==> src/rtl/usr_seq_pkg.sv <==
// Shared types for the command sequencer: shift-register op codes,
// sequencer FSM states and the width of the optional issue counter.
package usr_seq_pkg;

  typedef enum logic [1:0] {
    OP_HOLD = 2'b00,
    OP_SHL  = 2'b01,
    OP_SHR  = 2'b10,
    OP_LOAD = 2'b11
  } op_e;

  typedef enum logic {
    ST_IDLE = 1'b0,
    ST_RUN  = 1'b1
  } state_e;

  localparam int ISSUED_W = 16;

  // A command produces issue cycles unless it is a shift/hold with a zero count
  function automatic logic op_issues(input op_e op, input logic nonzero_cnt);
    return (op == OP_LOAD) || nonzero_cnt;
  endfunction

endpackage

==> src/rtl/usr_cmd_fifo.sv <==
// Command FIFO for the sequencer. Pointers carry one extra wrap bit so
// full and empty can be told apart when the index bits are equal.
module usr_cmd_fifo
  import usr_seq_pkg::*;
#(
  parameter int WIDTH = 8,
  parameter int DEPTH = 4
) (
  input  logic             clk,
  input  logic             reset,
  input  logic             push,
  input  logic [WIDTH-1:0] wr_data,
  input  logic             pop,
  output logic [WIDTH-1:0] rd_data,
  output logic             full,
  output logic             empty
);

  localparam int AW = $clog2(DEPTH);

  logic [WIDTH-1:0] mem [DEPTH];
  logic [AW:0]      wr_ptr;
  logic [AW:0]      rd_ptr;
  logic             do_push;
  logic             do_pop;

  assign empty   = (wr_ptr == rd_ptr);
  assign full    = (wr_ptr[AW] != rd_ptr[AW]) && (wr_ptr[AW-1:0] == rd_ptr[AW-1:0]);
  assign do_push = push && !full;
  assign do_pop  = pop && !empty;
  assign rd_data = mem[rd_ptr[AW-1:0]];

  // Pointer update; both wrap naturally modulo 2*DEPTH
  always_ff @(posedge clk) begin
    if (reset) begin
      wr_ptr <= '0;
      rd_ptr <= '0;
    end else begin
      if (do_push) wr_ptr <= wr_ptr + 1'b1;
      if (do_pop)  rd_ptr <= rd_ptr + 1'b1;
    end
  end

  // Storage write; contents need no reset since empty gates every read
  always_ff @(posedge clk) begin
    if (do_push) mem[wr_ptr[AW-1:0]] <= wr_data;
  end

endmodule

==> src/rtl/usr_cmd_sequencer.sv <==
// Command sequencer driving a universal shift register. Commands are
// queued in a FIFO and replayed as ctrl/d cycles: a load issues once,
// a shift or hold issues for its repeat count, and consecutive commands
// follow each other without a bubble.
// Optional build macro USR_SEQ_STATUS_EN adds the issued_cnt status output.
module usr_cmd_sequencer
  import usr_seq_pkg::*;
#(
  parameter int N     = 4,
  parameter int CNT_W = 4,
  parameter int DEPTH = 4
) (
  input  logic             clk,
  input  logic             reset,
  input  logic             in_valid,
  output logic             in_ready,
  input  logic [1:0]       in_op,
  input  logic [N-1:0]     in_data,
  input  logic [CNT_W-1:0] in_cnt,
  output logic [1:0]       ctrl,
  output logic [N-1:0]     d,
  output logic             busy,
  output logic             done
`ifdef USR_SEQ_STATUS_EN
  ,
  output logic [ISSUED_W-1:0] issued_cnt
`endif
);

  localparam int CMD_W = 2 + N + CNT_W;

  logic [CMD_W-1:0] wr_cmd;
  logic [CMD_W-1:0] head_cmd;
  logic             fifo_full;
  logic             fifo_empty;
  logic             push;
  logic             pop;

  op_e              head_op;
  logic [N-1:0]     head_data;
  logic [CNT_W-1:0] head_cnt;
  logic [CNT_W-1:0] head_len;
  logic             head_issues;

  state_e           state;
  state_e           next_state;
  op_e              cur_op;
  logic [N-1:0]     cur_data;
  logic [CNT_W-1:0] remaining;
  logic             load_cur;

  assign in_ready = !fifo_full;
  assign push     = in_valid && in_ready;
  assign wr_cmd   = {in_op, in_data, in_cnt};

  assign head_op     = op_e'(head_cmd[CMD_W-1 -: 2]);
  assign head_data   = head_cmd[CNT_W +: N];
  assign head_cnt    = head_cmd[CNT_W-1:0];
  assign head_issues = op_issues(head_op, head_cnt != '0);
  assign head_len    = (head_op == OP_LOAD) ? CNT_W'(1) : head_cnt;

  assign busy = (state == ST_RUN) || !fifo_empty;

  usr_cmd_fifo #(
    .WIDTH (CMD_W),
    .DEPTH (DEPTH)
  ) u_fifo (
    .clk     (clk),
    .reset   (reset),
    .push    (push),
    .wr_data (wr_cmd),
    .pop     (pop),
    .rd_data (head_cmd),
    .full    (fifo_full),
    .empty   (fifo_empty)
  );

  // State register
  always_ff @(posedge clk) begin
    if (reset) state <= ST_IDLE;
    else       state <= next_state;
  end

  // Next state, FIFO pop and issue outputs; the head is fetched in IDLE or on the last RUN cycle
  always_comb begin
    next_state = state;
    pop        = 1'b0;
    load_cur   = 1'b0;
    ctrl       = 2'b00;
    d          = '0;
    done       = 1'b0;
    case (state)
      ST_IDLE: begin
        if (!fifo_empty) begin
          pop = 1'b1;
          if (head_issues) begin
            load_cur   = 1'b1;
            next_state = ST_RUN;
          end
        end
      end
      ST_RUN: begin
        ctrl = cur_op;
        d    = cur_data;
        if (remaining == CNT_W'(1)) begin
          done       = 1'b1;
          next_state = ST_IDLE;
          if (!fifo_empty) begin
            pop = 1'b1;
            if (head_issues) begin
              load_cur   = 1'b1;
              next_state = ST_RUN;
            end
          end
        end
      end
      default: next_state = ST_IDLE;
    endcase
  end

  // Current command register and remaining issue count
  always_ff @(posedge clk) begin
    if (reset) begin
      cur_op    <= OP_HOLD;
      cur_data  <= '0;
      remaining <= '0;
    end else if (load_cur) begin
      cur_op    <= head_op;
      cur_data  <= head_data;
      remaining <= head_len;
    end else if (state == ST_RUN) begin
      remaining <= remaining - CNT_W'(1);
    end
  end

`ifdef USR_SEQ_STATUS_EN
  // Saturating count of RUN cycles that actually move the register
  always_ff @(posedge clk) begin
    if (reset) begin
      issued_cnt <= '0;
    end else if ((state == ST_RUN) && (ctrl != 2'b00) && (issued_cnt != '1)) begin
      issued_cnt <= issued_cnt + 1'b1;
    end
  end
`else
  // Status counter is not built in this configuration
`endif

endmodule

==> config.mk <==
export PLATFORM = sky130hd
export DESIGN_NAME = usr_cmd_sequencer
export DESIGN_NICKNAME = d
export VERILOG_FILES = /design/src/rtl/usr_seq_pkg.sv /design/src/rtl/usr_cmd_fifo.sv /design/src/rtl/usr_cmd_sequencer.sv
export SDC_FILE = /design/constraint.sdc
export NUM_CORES = 1
export LEC_CHECK = 0
export CELL_PAD_IN_SITES_DETAIL_PLACEMENT = 0
export CELL_PAD_IN_SITES_GLOBAL_PLACEMENT = 1
export CORE_MARGIN = 3
export CORE_UTILIZATION = 41
export DETAILED_ROUTE_END_ITERATION = 7
export PLACE_DENSITY_LB_ADDON = 0.1
export RECOVER_POWER = 50
export SLEW_MARGIN = 15
export SYNTH_ARGS = -nofsm -noshare
export SYNTH_HDL_FRONTEND = slang
export SYNTH_SLANG_ARGS = --single-unit
==> constraint.sdc <==
create_clock -name clk -period 2.7 [get_ports clk]
set_clock_uncertainty 0.1 [all_clocks]
set_input_delay 0.54 -clock clk [delete_from_list [all_inputs] [get_ports clk]]
set_output_delay 0.54 -clock clk [all_outputs]
set_load 0.02 [all_outputs]
=== Yosys cells after proc, flatten, opt, wreduce, memory -nomap -nowiden ===
Memory sizes are Yosys's and may differ from the RTL's. A register that Yosys moved wholly into a read port is not among the register bits.
Cells that the tools add are included.

* $add $sub $neg: 3
* Equal/unequal tests: 5
* Muxes and demuxes: 20
* Bitwise gates (word level): 1
* Reduce and logical (&&, ||, !) cells: 10

{| class="wikitable"
|+ Operators by type and width
! operator !! number
|-
| 4-bit two-way mux || 4
|-
| 1-bit two-way mux || 10
|-
| 3-bit by 1-bit adder with 3-bit output (second input constant) || 2
|-
| 2-bit two-way mux || 3
|-
| 1-bit case mux with 2 select lines || 3
|-
| 4-bit by 1-bit equality test with 1-bit output (second input constant) || 1
|-
| 1-bit logical AND || 4
|-
| 4-bit nonzero test || 1
|-
| 4-bit by 1-bit subtractor with 4-bit output (second input constant) || 1
|-
| 3-bit equality test || 1
|-
| 2-bit equality test || 1
|-
| 2-bit equality test (second input constant) || 1
|-
| 1-bit zero test || 2
|-
| 1-bit logical OR || 2
|-
| 2-bit nonzero test || 1
|-
| 1-bit != test || 1
|-
| 1-bit inverter || 1
|}

* Register bits after elaboration: 17
* Memory bits (writable): 40
* Input bits: 13
* Output and inout port bits: 9
* Word-level logic and storage cells: 46
* Memories: 1

{| class="wikitable"
|+ Memories
! memory !! words !! bits a word !! rd ports !! clocked after memory_dff !! wr ports !! RTL line !! RTL
|-
| u_fifo.mem || 4 || 10 || 1 || 1 || 1 || usr_cmd_fifo.sv:21 || <nowiki>logic [WIDTH-1:0] mem [DEPTH];</nowiki>
|}

=== Depth between registers and ports, before layout ===
Gate-level depths: netlist of run 1.

* Word-level depth: 7
* Mapped depth: 8
* Mapped depth without buffers: 7

=== Cells and area by module ===
From an unflattened synthesis of run 1, not the netlist that was laid out.

* Cell total of the unflattened synthesis: 195
* Area total of the unflattened synthesis: 2620.0 um^2

{| class="wikitable"
|+ Modules (own cells, without submodules)
! module !! instances !! cells each !! area each (um^2) !! seq. area each (um^2)
|-
| usr_cmd_fifo || 1 || 120 || 2016.9 || 1361.3
|-
| usr_cmd_sequencer || 1 || 75 || 603.1 || 220.2
|}

=== Least setup slack after synthesis of run 1 ===
OpenSTA, ideal clock, no wires.

* Path type: register to register
* Start: register remaining[0]
* End: register remaining[3]
* Library setup time: 0.086 ns
* Arrival: 1.911 ns
* Required time: 2.514 ns
* Path slack: 0.603 ns
* Cell stages (with the launch flop): 8
* Path buffers: 1
* Clock period less this slack: 2.097 ns
* Cell sequence: dfxtp_1 ha_1 or3b_2 a32o_1 a21oi_2 buf_6 o22ai_1 a221oi_2

* Longest elaborated chain between the ends: 4
* Elaborated cells between the ends (all ways): 7
* Classes of those cells: add/sub (1); eq/ne (1); mux (4); reduce/logical (1)

{| class="wikitable"
|+ RTL lines
! element !! RTL line !! RTL
|-
| from (decl) || usr_cmd_sequencer.sv:49 || <nowiki>logic [CNT_W-1:0] remaining;</nowiki>
|-
| from (signal assigned) || usr_cmd_sequencer.sv:130 || <nowiki>remaining <= head_len;</nowiki>
|-
| from (signal assigned) || usr_cmd_sequencer.sv:132 || <nowiki>remaining <= remaining - CNT_W'(1);</nowiki>
|-
| branches (longest 4 deep; another with 4-bit by 1-bit subtractor with 4-bit output) || -- ||
|}

Parallel ways; which one is timed is not known. The select of a mux whose other input is x is not followed.
A chain may end at the register's enable or synchronous reset.

=== Worst setup path after layout of run 1 ===
* Start: register u_fifo.wr_ptr[0]
* End: output port busy

* Longest elaborated chain between the ends: 3

{| class="wikitable"
|+ RTL lines
! element !! RTL line !! RTL
|-
| from (decl) || usr_cmd_fifo.sv:22 || <nowiki>logic [AW:0] wr_ptr;</nowiki>
|-
| from (signal assigned) || usr_cmd_fifo.sv:39 || <nowiki>if (do_push) wr_ptr <= wr_ptr + 1'b1;</nowiki>
|-
| 3-bit equality test || usr_cmd_fifo.sv:27 || <nowiki>assign empty = (wr_ptr == rd_ptr);</nowiki>
|-
| 1-bit zero test || usr_cmd_sequencer.sv:62 || <nowiki>assign busy = (state == ST_RUN) || !fifo_empty;</nowiki>
|-
| 1-bit logical OR || usr_cmd_sequencer.sv:62 ||
|-
| to (decl) || usr_cmd_sequencer.sv:22 || <nowiki>output logic busy,</nowiki>
|}

Every way passes these cells.

==> results of run 1 <==
==> layer usage <==
metal,up-vias,track usage
li1,683,-
met1,685,0.172
met2,30,0.213
met3,4,0.0385
met4,0,0.0702
met5,-,0
==> cells in the final DEF, fill, tap and decap left out, types with 7 or more instances in the layout <==
master and n:
clkbuf_8 9, and2_1 10, dfxtp_1 19, inv_1 9, ha_1 7, mux2i_1 7, clkdlybuf4s50_1 10, dlygate4sd3_1 10
edfxtp_1 40, nor2_1 17
==> synth_stat cells, types with 3 or more instances <==
master	n	area, um^2
a21oi_1	5	25.0
a21oi_2	3	26.3
and2_1	11	68.8
dfxtp_1	19	380
edfxtp_1	40	1200
ha_1	7	87.6
inv_1	9	33.8
mux2i_1	7	70.1
mux4_1	5	131
mux4_2	5	113
nor2_1	17	63.8
xnor2_1	6	52.6
==> power breakdown <==
part,total (uW),internal (uW),switching (uW)
combinational,914,455,459
sequential,1210,1100,113
clock,970,619,351
total,3090,2170,923
==> registers in the layout, summed over array words and instances, names as in the netlist, named ones only <==
register	flops
state	1
remaining	4
cur_op	2
cur_data	4
u_fifo.rd_ptr	3
u_fifo.mem	40
u_fifo.wr_ptr	3
==> tightest hold or removal path: cells and delay by family (launching register included) <==
family	cells	cell delay [ns]
buffers and inverters	1	0.06
AOI/OAI and AO/OA	1	0.05
DFF	1	0.33
==> path summary, 6_finish.rpt <==
kind                                  from                   endpoint  cells after the start
min reg2reg      remaining[3]$_SDFFE_PP0P_  remaining[3]$_SDFFE_PP0P_                      2
min              remaining[3]$_SDFFE_PP0P_  remaining[3]$_SDFFE_PP0P_                      2
max reg2reg      remaining[0]$_SDFFE_PP0P_   cur_data[0]$_SDFFE_PP0P_                      7
max          u_fifo.wr_ptr[0]$_SDFFE_PP0P_                       busy                      4
==> final cells by class <==
cell class | instances | area, um^2 | share of cell area
flip-flops and latches | 59 | 1580 | 0.519
multi-input cells | 89 | 831 | 0.272
repair buffers | 30 | 265 | 0.0870
clock buffers | 9 | 124 | 0.0406
clock inverters | 7 | 124 | 0.0406
well taps | 72 | 90.1 | 0.0295
inverters | 9 | 33.8 | 0.0111
==> per-stage QoR <==
stage | total power [uW] | hold WS [ns]
floorplan | 1910 | 0.343
global placement | 2140 | 0.374
detailed placement | 2160 | 0.380
CTS | 3140 | 0.391
global route | 3290 | 0.437
finish | 3090 | 0.390
==> what timing repair did <==
item,CTS,global route
resized for setup,1,0
setup endpoints to repair,1,0
hold buffers,0,0
==> logic make-up after synthesis <==
logic type / Yosys count / synth area share
compound gates: 20 / 0.0623
xor+xnor: 8 / 0.0281
simple gates: 37 / 0.0819
buf+inv: 15 / 0.0316
flops: 59 / 0.635
fa+ha+maj: 7 / 0.0352
mux: 17 / 0.126
==> parameters.txt, run 1 <==
Parameter                              Value

Power and ir drop
  IR Drop Worst-Case VDD    0.000572 V
  Power density normalized to cell area    1010 mW/mm^2
  Leakage Power    0.00110 uW

Yosys
  Yosys Warn Count    0
  Share of flip-flops with an asynchronous set or reset after synthesis    0
  Post-Synthesis Net Count    183
  Number of synthesized flops with an enable pin    40
  #FFs+latches synth    59
  Average cell area after synthesis    15.3 um^2
  Prevailing post-synth register cell    edfxtp_1
  Mapped Area    0.00249 mm^2
  Sequential cell area fraction in the yosys report    0.635
  Gate Count Post-Synth    163
  Number of unique standard cell types used by synthesis    33

Clock network
  Post-CTS setup-driven buffer insertion count    0
  Max Root-Sink Buffers    2
  TritonCTS buffer count    9
  Clock H-tree levels    3
  Clock latency on the worst-skew pair    0.32 ns
  Clock Tree Root    clkbuf_8
  Clock sink count    59
  Clock tree from TritonCTS    yes
  Clk pin slew, worst setup/hold paths    0.07 ns

Route
  Post-detailed-route count of antenna-violating nets    0
  DR pass1 iterations    4
  Detailed router's first-iteration violation count    45
  Wire length reported by the detailed router    4340 um
  DRC violation count after routing    0
  Met3 wire len    178 um
  Highest signal layer in the routed design    met4
  Total met2 wirelength after detailed routing    2110 um
  Wire length per cell after detailed routing    15.8 um
  DR vias    1402
  Drt via density    5.10
  Met1 layer wirelength in the final routing    2030 um

Worst setup path
  Worst Setup End Kind    output port
  Max Fanout on Critical Path    5
  Kind of cell with the highest combined delay on the critical path    buffers and inverters
  Largest stage delay on the critical path    0.53 ns
  Crit path max-delay cell type    clkdlybuf4s50_1
  Type of origin of the critical path    register
  Arrival time reported for the critical path endpoint    1.89 ns
  Flop2flop setup slack    0.27 ns
  Required time of the worst setup path    2.06 ns
  Type of the worst setup path    reg2out
  Ordered list of cells on the worst path    xnor2_1, and3_2, nand2_1, clkdlybuf4s50_1
  Count of buffering cells on the critical path with inverters included    1

Global route
  GR Overflow Total    0
  Global-route wire length before repair    7320 um
  Initial antenna violation count    0
  GRT Total Usage    0.136
  Number of global-route vias before repair    1468
  Largest net degree at the start of global routing    15

Finish
  Synthesis-to-finish area growth    22.4%
  Final net count    218
  Final cell area excluding filler cells    0.00305 mm^2
  Count of filler cells inserted in the layout    478
  Final antenna diode count    0
  Fraction of final layout cells with drive strength greater than 1    0.177
  Cell Count, Final, Fillers Out    275
  Post-Route Utilization    0.537

Flow run
  Number of violations of the max-capacitance limit    0

Placed design
  Worst slack, placed    0.291 ns
  Post-placement cell count    259
  Port Buf Inserts    21
  Weighted congestion reported at the end of routability-driven placement    0.802
  DPL Wire Length    3020 um
  Dpl cell area    0.00281 mm^2

Floorplanning
  Row Count    27
  Initial core utilization    0.439
  I/O pin cnt    22
  Full die area    0.00705 mm^2
  Die Ht    84.0 um
  Core area    0.00568 mm^2
  Die Span X    84.0 um

Timing
  Setup violation total in the final timing report    0
  Unrepaired setup endpoints after global routing    false
  Final worst setup slack    0.169 ns
  Total Negative Setup Slacks    0 ns
  Maximum frequency from static timing analysis    0.395 GHz
  Period minus WS final    2.53 ns
  Pins Over Slew Limit    0
  Measured slew at the worst slew-check pin    0.652 ns
  Count of endpoints failing hold in the final timing report    0
  Share of the cycle needed by the critical path after routing    0.937
  Slew headroom    0.565

Worst hold path
  Worst min path class    reg2reg

Outcome
  Outcome    complete, no violations
No activity file was read; power rests on OpenSTA's default activity.
==> inputs of run 2 (changes only) <==
Settings changed: CTS_BUF_LIST set to sky130_fd_sc_hd__clkbuf_4, PLACE_DENSITY_LB_ADDON 0.1 to 0.2.
==> parameters.txt, run 2 (same netlist as run 1, synthesis figures left out) <==
Parameter                              Value

Route
  Detailed router's first-iteration violation count    48
  Post-detailed-route count of antenna-violating nets    0
  Wire length reported by the detailed router    4460 um
  Drt via density    5.23
  Wire length per cell after detailed routing    16.3 um
  DR pass1 iterations    4
  DR vias    1432
  DRC violation count after routing    0

Timing
  Pins Over Slew Limit    0
  Maximum frequency from static timing analysis    0.389 GHz
  Worst Hold Slack    0.395 ns
  Share of the cycle needed by the critical path after routing    0.953
  Slew headroom    0.575
  Measured slew at the worst slew-check pin    0.637 ns
  Count of endpoints failing hold in the final timing report    0
  Unrepaired setup endpoints after global routing    false
  Period minus WS final    2.57 ns
  Setup violation total in the final timing report    0
  Total Negative Setup Slacks    0 ns

Placed design
  DPL Wire Length    3180 um
  Weighted congestion reported at the end of routability-driven placement    0.908
  Port Buf Inserts    21

Clock network
  TritonCTS buffer count    9
  Clock sink count    59
  Clk pin slew, worst setup/hold paths    0.11 ns
  Clock tree from TritonCTS    yes
  Clock H-tree levels    3
  Clock Tree Root    clkbuf_4
  Max Root-Sink Buffers    2
  Post-CTS setup-driven buffer insertion count    0
  Clock latency on the worst-skew pair    0.39 ns

Floorplanning
  Die Span X    84.0 um
  Initial core utilization    0.439
  Full die area    0.00705 mm^2
  Row Count    27
  I/O pin cnt    22
  Core area    0.00568 mm^2
  Die Ht    84.0 um

Outcome
  Outcome    complete, no violations

Finish
  Most frequent standard cell in the layout excluding fill and tap cells    edfxtp_1
  Final net count    217
  Final antenna diode count    0
  Synthesis-to-finish area growth    17.3%
  Fraction of final layout cells with drive strength greater than 1    0.188
  Most used cells in the layout excluding fill and tap cells    edfxtp_1 (40), dfxtp_1 (19), nor2_1 (17)
  Largest register FFs    40

Power and ir drop
  IR Drop Worst-Case VDD    0.000471 V
  Power density normalized to cell area    910 mW/mm^2
  Leakage Power    0.00105 uW

Worst setup path
  Kind of cell with the highest combined delay on the critical path    buffers and inverters
  Required time of the worst setup path    2.06 ns
  Ordered list of cells on the worst path    xnor2_2, and3_2, nand2_1, clkdlybuf4s50_1
  Worst Setup End Kind    output port
  Type of origin of the critical path    register
  Arrival time reported for the critical path endpoint    1.93 ns
  Largest stage delay on the critical path    0.60 ns
  Max Fanout on Critical Path    5
  Type of the worst setup path    reg2out
  Crit path max-delay cell type    clkdlybuf4s50_1
  Count of buffering cells on the critical path with inverters included    1

Global route
  Number of global-route vias before repair    1546
  Largest net degree at the start of global routing    15
  GR Overflow Total    0
  Global-route wire length before repair    7670 um
  Initial antenna violation count    0
  GRT Total Usage    0.143

Worst hold path
  Worst min path class    reg2reg

Flow run
  Number of violations of the max-capacitance limit    0
-- run 2: cell types whose count changed in the layout (fill, tap and decap cells not counted), sizes merged --
cell,delta
buf,+1
bufinv,-3
clkinv,+1
clkinvlp,+1
inv,-1
-- run 2: final cells by class --
type                    count  area, um^2
fillers                   492        2750
flip-flops and latches     59        1580
multi-input cells          89         838
repair buffers             29         265
well taps                  72        90.1
clock buffers              11        82.6
inverters                   9        33.8
clock inverters             5        30.0
-- run 2: where the power goes --
part / total (uW) / switching [uW] / leakage [uW] / internal (uW)
Clock: 522 / 317 / 0.0000626 / 205
Sequential: 1220 / 124 / 0.000524 / 1090
Combinational: 917 / 457 / 0.000465 / 460
-- run 2: worst paths after layout --
| path | from | slack [ns] | end | cells after the start |
|---|---|---|---|---|
| worst max-delay path | u_fifo.wr_ptr[0]$_SDFFE_PP0P_ | 0.13 | busy | 4 |
| worst min-delay path | cur_data[2]$_SDFFE_PP0P_ | 0.39 | cur_data[2]$_SDFFE_PP0P_ | 2 |
| worst max register to register | remaining[0]$_SDFFE_PP0P_ | 0.29 | remaining[3]$_SDFFE_PP0P_ | 7 |
| worst min register to register | cur_data[2]$_SDFFE_PP0P_ | 0.39 | cur_data[2]$_SDFFE_PP0P_ | 2 |
-- run 2: metal layers --
layer | GRT usage | wire [um] | share of wire
met3 | 0.0454 | 244 | 0.055
met4 | 0.0804 | 127 | 0.028
met5 | 0 | 0 | 0
met2 | 0.216 | 2030 | 0.46
met1 | 0.180 | 2060 | 0.46
-- run 2: per-stage QoR --
stage / instance area [um^2] / power (uW) / instances / utilization / worst slack (ns)
finish: 2920 / 2660 / 274 / 0.515 / 0.126
global route: 2920 / 2840 / 274 / 0.515 / 0.00520
CTS: 2920 / 2680 / 274 / 0.514 / 0.0175
detailed placement: 2810 / 2160 / 258 / 0.494 / 0.314
global placement: 2810 / 2140 / 258 / 0.494 / 0.352
floorplan: 2490 / 1910 / 163 / - / 0.603
-- run 2: repair_timing --
item | CTS | global route
hold endpoints to repair | 0 | 0
hold buffers | 0 | 0
setup endpoints to repair | 1 | 1
resized for setup | 1 | 1
-- run 2: worst reg2reg max path: stages, from the launching register on --
cell      delay, ns
dfxtp_1        0.41
ha_1           0.17
or3b_2         0.48
a32o_1         0.33
a21oi_2        0.19
buf_4          0.23
o22ai_1        0.12
a221oi_2       0.30
==> variant 1: new RTL, config.mk and constraints of run 2 <==
The option `USR_SEQ_STATUS_EN` is turned on by a define.
--- a/src/rtl/usr_cmd_sequencer.sv
+++ b/src/rtl/usr_cmd_sequencer.sv
@@ -4,4 +4,6 @@
 // follow each other without a bubble.
 // Optional build macro USR_SEQ_STATUS_EN adds the issued_cnt status output.
+`define USR_SEQ_STATUS_EN
+
 module usr_cmd_sequencer
   import usr_seq_pkg::*;
Check against the original RTL (old outputs only; new: issued_cnt): equivalent (Yosys induction, for registers that start in step).
==> variant 1 against run 2 <==
  * Total power grew 17%
  * Cell area grew 35%
  * Area after synthesis grew 31%
  * Count of clock-buffer cells in the layout shrank 2
  * Critical path depth shrank 1
  * Sequential cell count grew 16
  * Wire length grew 39%
  * Register-to-register slack gained 0.06 ns
  * Setup slack lost 0.0034 ns
  * Critical path type unchanged
==> variant 1: results (changes against run 2) <==
- Post-synthesis mux area share: 9.19% (-3.4 points)
- Post-synth cell types: 42 (+27%)
- Top post-synthesis cells by area: edfxtp_1 (37%), dfxtp_1 (21%), xnor2_1 (5.4%)
- Status: completed
- Final Hold Slack: 0.402 ns (+0.00754 ns)
- First-pass GRT wire length: 10300 um (+34%)
- Register-to-Register Path Depth: 4 (-3)
- Placed instance area: 3780 um^2 (+35%)
- Met1 Wirelength: 3080 um (+49%)
- Synth top cells by count: edfxtp_1 (40), dfxtp_1 (35), nor2_1 (28)
- Share of layout cells above drive strength 1: 10.2% (-8.6 points)
- Synth Net Count: 282 (+54%)
- Sw Ratio: 35.2% (+1.4 points)
- Worst setup margin: 0.123 ns (-0.00342 ns)
- Met1 Resource Use GR: 20.2% (+2.2 points)
- Total GRT Usage: 15.3% (+1.1 points)
- Met2 Use GR: 23.8% (+2.2 points)
- Post-Syn Instances: 261 (+60%)
- Nets: 330 (+52%)
- Met3 Resource Use GR: 5.29% (+0.75 points)
- Post-DR vias/cell: 5.07 (-3.1%)
- Leak Pwr: 1.34 nW (+27%)
- Post-Layout Cell Count: 413 (+51%)
- Final WL: 6220 um (+39%)
- Max stage delay on crit path: 0.58 ns (-0.02 ns)
- Worst-path fanout max: 6 (+1)
- Post-Synth Adder-Cell Area: 3.06% (-0.45 points)
- Flop2flop setup slack: 0.35 ns (+0.06 ns)
- DP Cell Count: 397 (+54%)
- Compound-gate portion of the synthesized area: 6.70% (+0.47 points)
- Largest net degree at the start of global routing: 32 (+17)
==> variant 1: worst max path at each step <==
stage / start / to
after floorplan: issued_cnt[0] / issued_cnt[0]
after global placement: in_valid / u_fifo.mem[0][7]
final: u_fifo.wr_ptr[0] / busy
after detailed placement: remaining[0] / done
after global routing: u_fifo.wr_ptr[2] / busy
after CTS: u_fifo.wr_ptr[0] / busy
==> variant 1: final cells by class <==
cell class | count | area, um^2
fill | 663 | 3550
sequential | 75 | 1900
multi-input combinational | 168 | 1310
timing repair buffer | 47 | 422
tap | 99 | 124
clock inverter | 7 | 81.3
clock buffer | 9 | 67.6
inverter | 8 | 30.0
==> variant 1: power by group through the flow <==
stage / combinational, W / sequential (W) / clock, W
6_report: 0.000943 / 0.00147 / 0.000692
2_1_floorplan: 0.000734 / 0.00142 / 0
3_5_place_dp: 0.000953 / 0.00150 / 0
4_1_cts: 0.000963 / 0.00147 / 0.000721
3_3_place_gp: 0.000957 / 0.00149 / 0
5_1_grt: 0.00104 / 0.00150 / 0.000779
==> variant 2: new RTL, flow settings as in run 2 <==
Made on the original files. Set the parameter `CNT_W` to 5 (it was 4).
--- a/src/rtl/usr_cmd_sequencer.sv
+++ b/src/rtl/usr_cmd_sequencer.sv
@@ -8,5 +8,5 @@
 #(
   parameter int N     = 4,
-  parameter int CNT_W = 4,
+  parameter int CNT_W = 5,
   parameter int DEPTH = 4
 ) (
Ports: changed (resized in_cnt); port bits go from 22 to 23. The function was not compared with the original's and may differ.
==> variant 2 against run 2 <==
  * Area after synthesis up 11%
  * Setup slack better by 0.023 ns
  * Total power up 19%
  * Wire length up 13%
  * Sequential power up 7%
  * Die area up 11%
  * Highest routed layer unchanged
  * Sequential cell count up 5
  * Cell area up 12%
==> variant 2: results (changes against run 2) <==
- Status: completed
- First-pass GRT wire length: 8200 um (+6.9%)
- GPL Wtd Cong: 0.738 (-19%)
- Nets: 239 (+10%)
- Top post-synthesis cells by area: edfxtp_1 (48%), dfxtp_1 (14%), mux4_1 (8.5%)
- Synth Net Count: 204 (+11%)
- Max stage delay on crit path: 0.60 ns (about the same)
- Total GRT Usage: 14.3% (+0.068 points)
- Asr flop ratio synth: 0% (unchanged)
- Port-buffer cells: 22 (+4.8%)
- Delay-heaviest family, CP: buffers and inverters
- Worst-margin pin slew: 0.748 ns (+0.111 ns)
- Worst path slowest cell: clkdlybuf4s50_1
- Seq/Total Area, Yosys: 62.0% (-1.5 points)
- H-Tree Level Count: 3 (unchanged)
- Post-synth cell types: 39 (+18%)
- Max VDD drop: 0.394 mV (-16%)
- Largest net degree at the start of global routing: 16 (+1)
- Worst-path fanout max: 4 (-1)
- Yosys warns: 0 (unchanged)
- Reg clk slew, reported paths: 0.12 ns
- Synth top cells by count: edfxtp_1 (44), dfxtp_1 (20), nor2_1 (17)
- Met1 Wirelength: 2270 um (+10%)
- Post-Syn Instances: 183 (+12%)
- Max reg flops: 44 (+10%)
- Data arrival, critical path: 1.91 ns (-0.02 ns)
- Share of layout cells above drive strength 1: 17.0% (-1.8 points)
- Met2 Routed Length: 2550 um (+26%)
- Post-CTS sizing: 0 (-1)
- DRT Pass-1 Iters: 4 (unchanged)
- Post-DR vias/cell: 5.27 (+0.90%)
- Leak Pwr: 1.20 nW (+15%)
- Vias in the first global route: 1671 (+8.1%)
- P_sw: 0.00104 W (+16%)
- Final WL: 5030 um (+13%)
- DPL Wire Length: 3570 um (+12%)
- WL met3: 151 um (-38%)
- 1st-iter DRT viols: 84 (+75%)
- Setup bufs post-CTS: 0 (unchanged)
- EDFF count, synth: 44 (+10%)
==> variant 2: cell types whose count changed in the layout (fill, tap and decap cells not counted), sizes merged, moves of 3 or more <==
cell and delta:
nand2 +6, edfxtp +4, a21oi -3, inv +3
==> variant 2: power by group through the flow <==
stage                     Sequential, W  Clock, W  Combinational, W
final                           0.00130  0.000761           0.00111
after global routing            0.00132  0.000835           0.00122
after CTS                       0.00130  0.000784           0.00114
after detailed placement        0.00132         0           0.00113
after global placement          0.00131         0           0.00111
after floorplan                 0.00126         0          0.000904
==> variant 2: path summary, 6_finish.rpt <==
path	from	end	slack [ns]	cells after the start
max	u_fifo.wr_ptr[2]	busy	0.15	4
min	cur_data[1]	cur_data[1]	0.41	2
max reg2reg	flip-flop	remaining[1]	0.15	5
min reg2reg	cur_data[1]	cur_data[1]	0.41	2
==> variant 2: metal layers <==
layer  vias to the layer above  global-route usage [%]
met5                         -                       0
met1                       783                    17.9
li1                        763                       -
met4                         0                    6.59
met2                        30                    23.2
met3                         6                    4.10
==> variant 2: final cells by class <==
class / instances / area, um^2
fill: 575 / 3170
tap: 77 / 96.3
multi-input combinational: 102 / 978
clock inverter: 7 / 103
clock buffer: 9 / 67.6
timing repair buffer: 31 / 277
sequential: 64 / 1730
inverter: 10 / 37.5
==> variant 2: worst min-delay path, delay by kind of cell, from the launching register on <==
family | cells | cell delay, ns
multiplexers | 1 | 0.06
flip-flops | 1 | 0.34
AND/OR/NAND/NOR | 1 | 0.07
==> variant 2: per-stage QoR <==
| step | total power [W] | cells | instance area, um^2 | worst slack (ns) |
|---|---|---|---|---|
| finish | 0.00317 | 300 | 3280 | 0.150 |
| floorplan | 0.00217 | 183 | 2780 | 0.198 |
| global route | 0.00338 | 300 | 3280 | 0.00255 |
| detailed placement | 0.00245 | 284 | 3120 | 0.0809 |
| CTS | 0.00322 | 300 | 3290 | 0.0639 |
| global placement | 0.00242 | 284 | 3120 | 0.124 |
==> variant 2: cells by family after synthesis <==
logic type	count (synthesis)	share of synthesized area [%]
DFF	64	62.0
and+or+nand+nor	45	8.11
AOI/OAI and AO/OA	21	7.48
muxes	20	13.5
buffers and inverters	17	2.93
xor gates and xnor gates	9	2.84
adders and majority gates	7	3.15
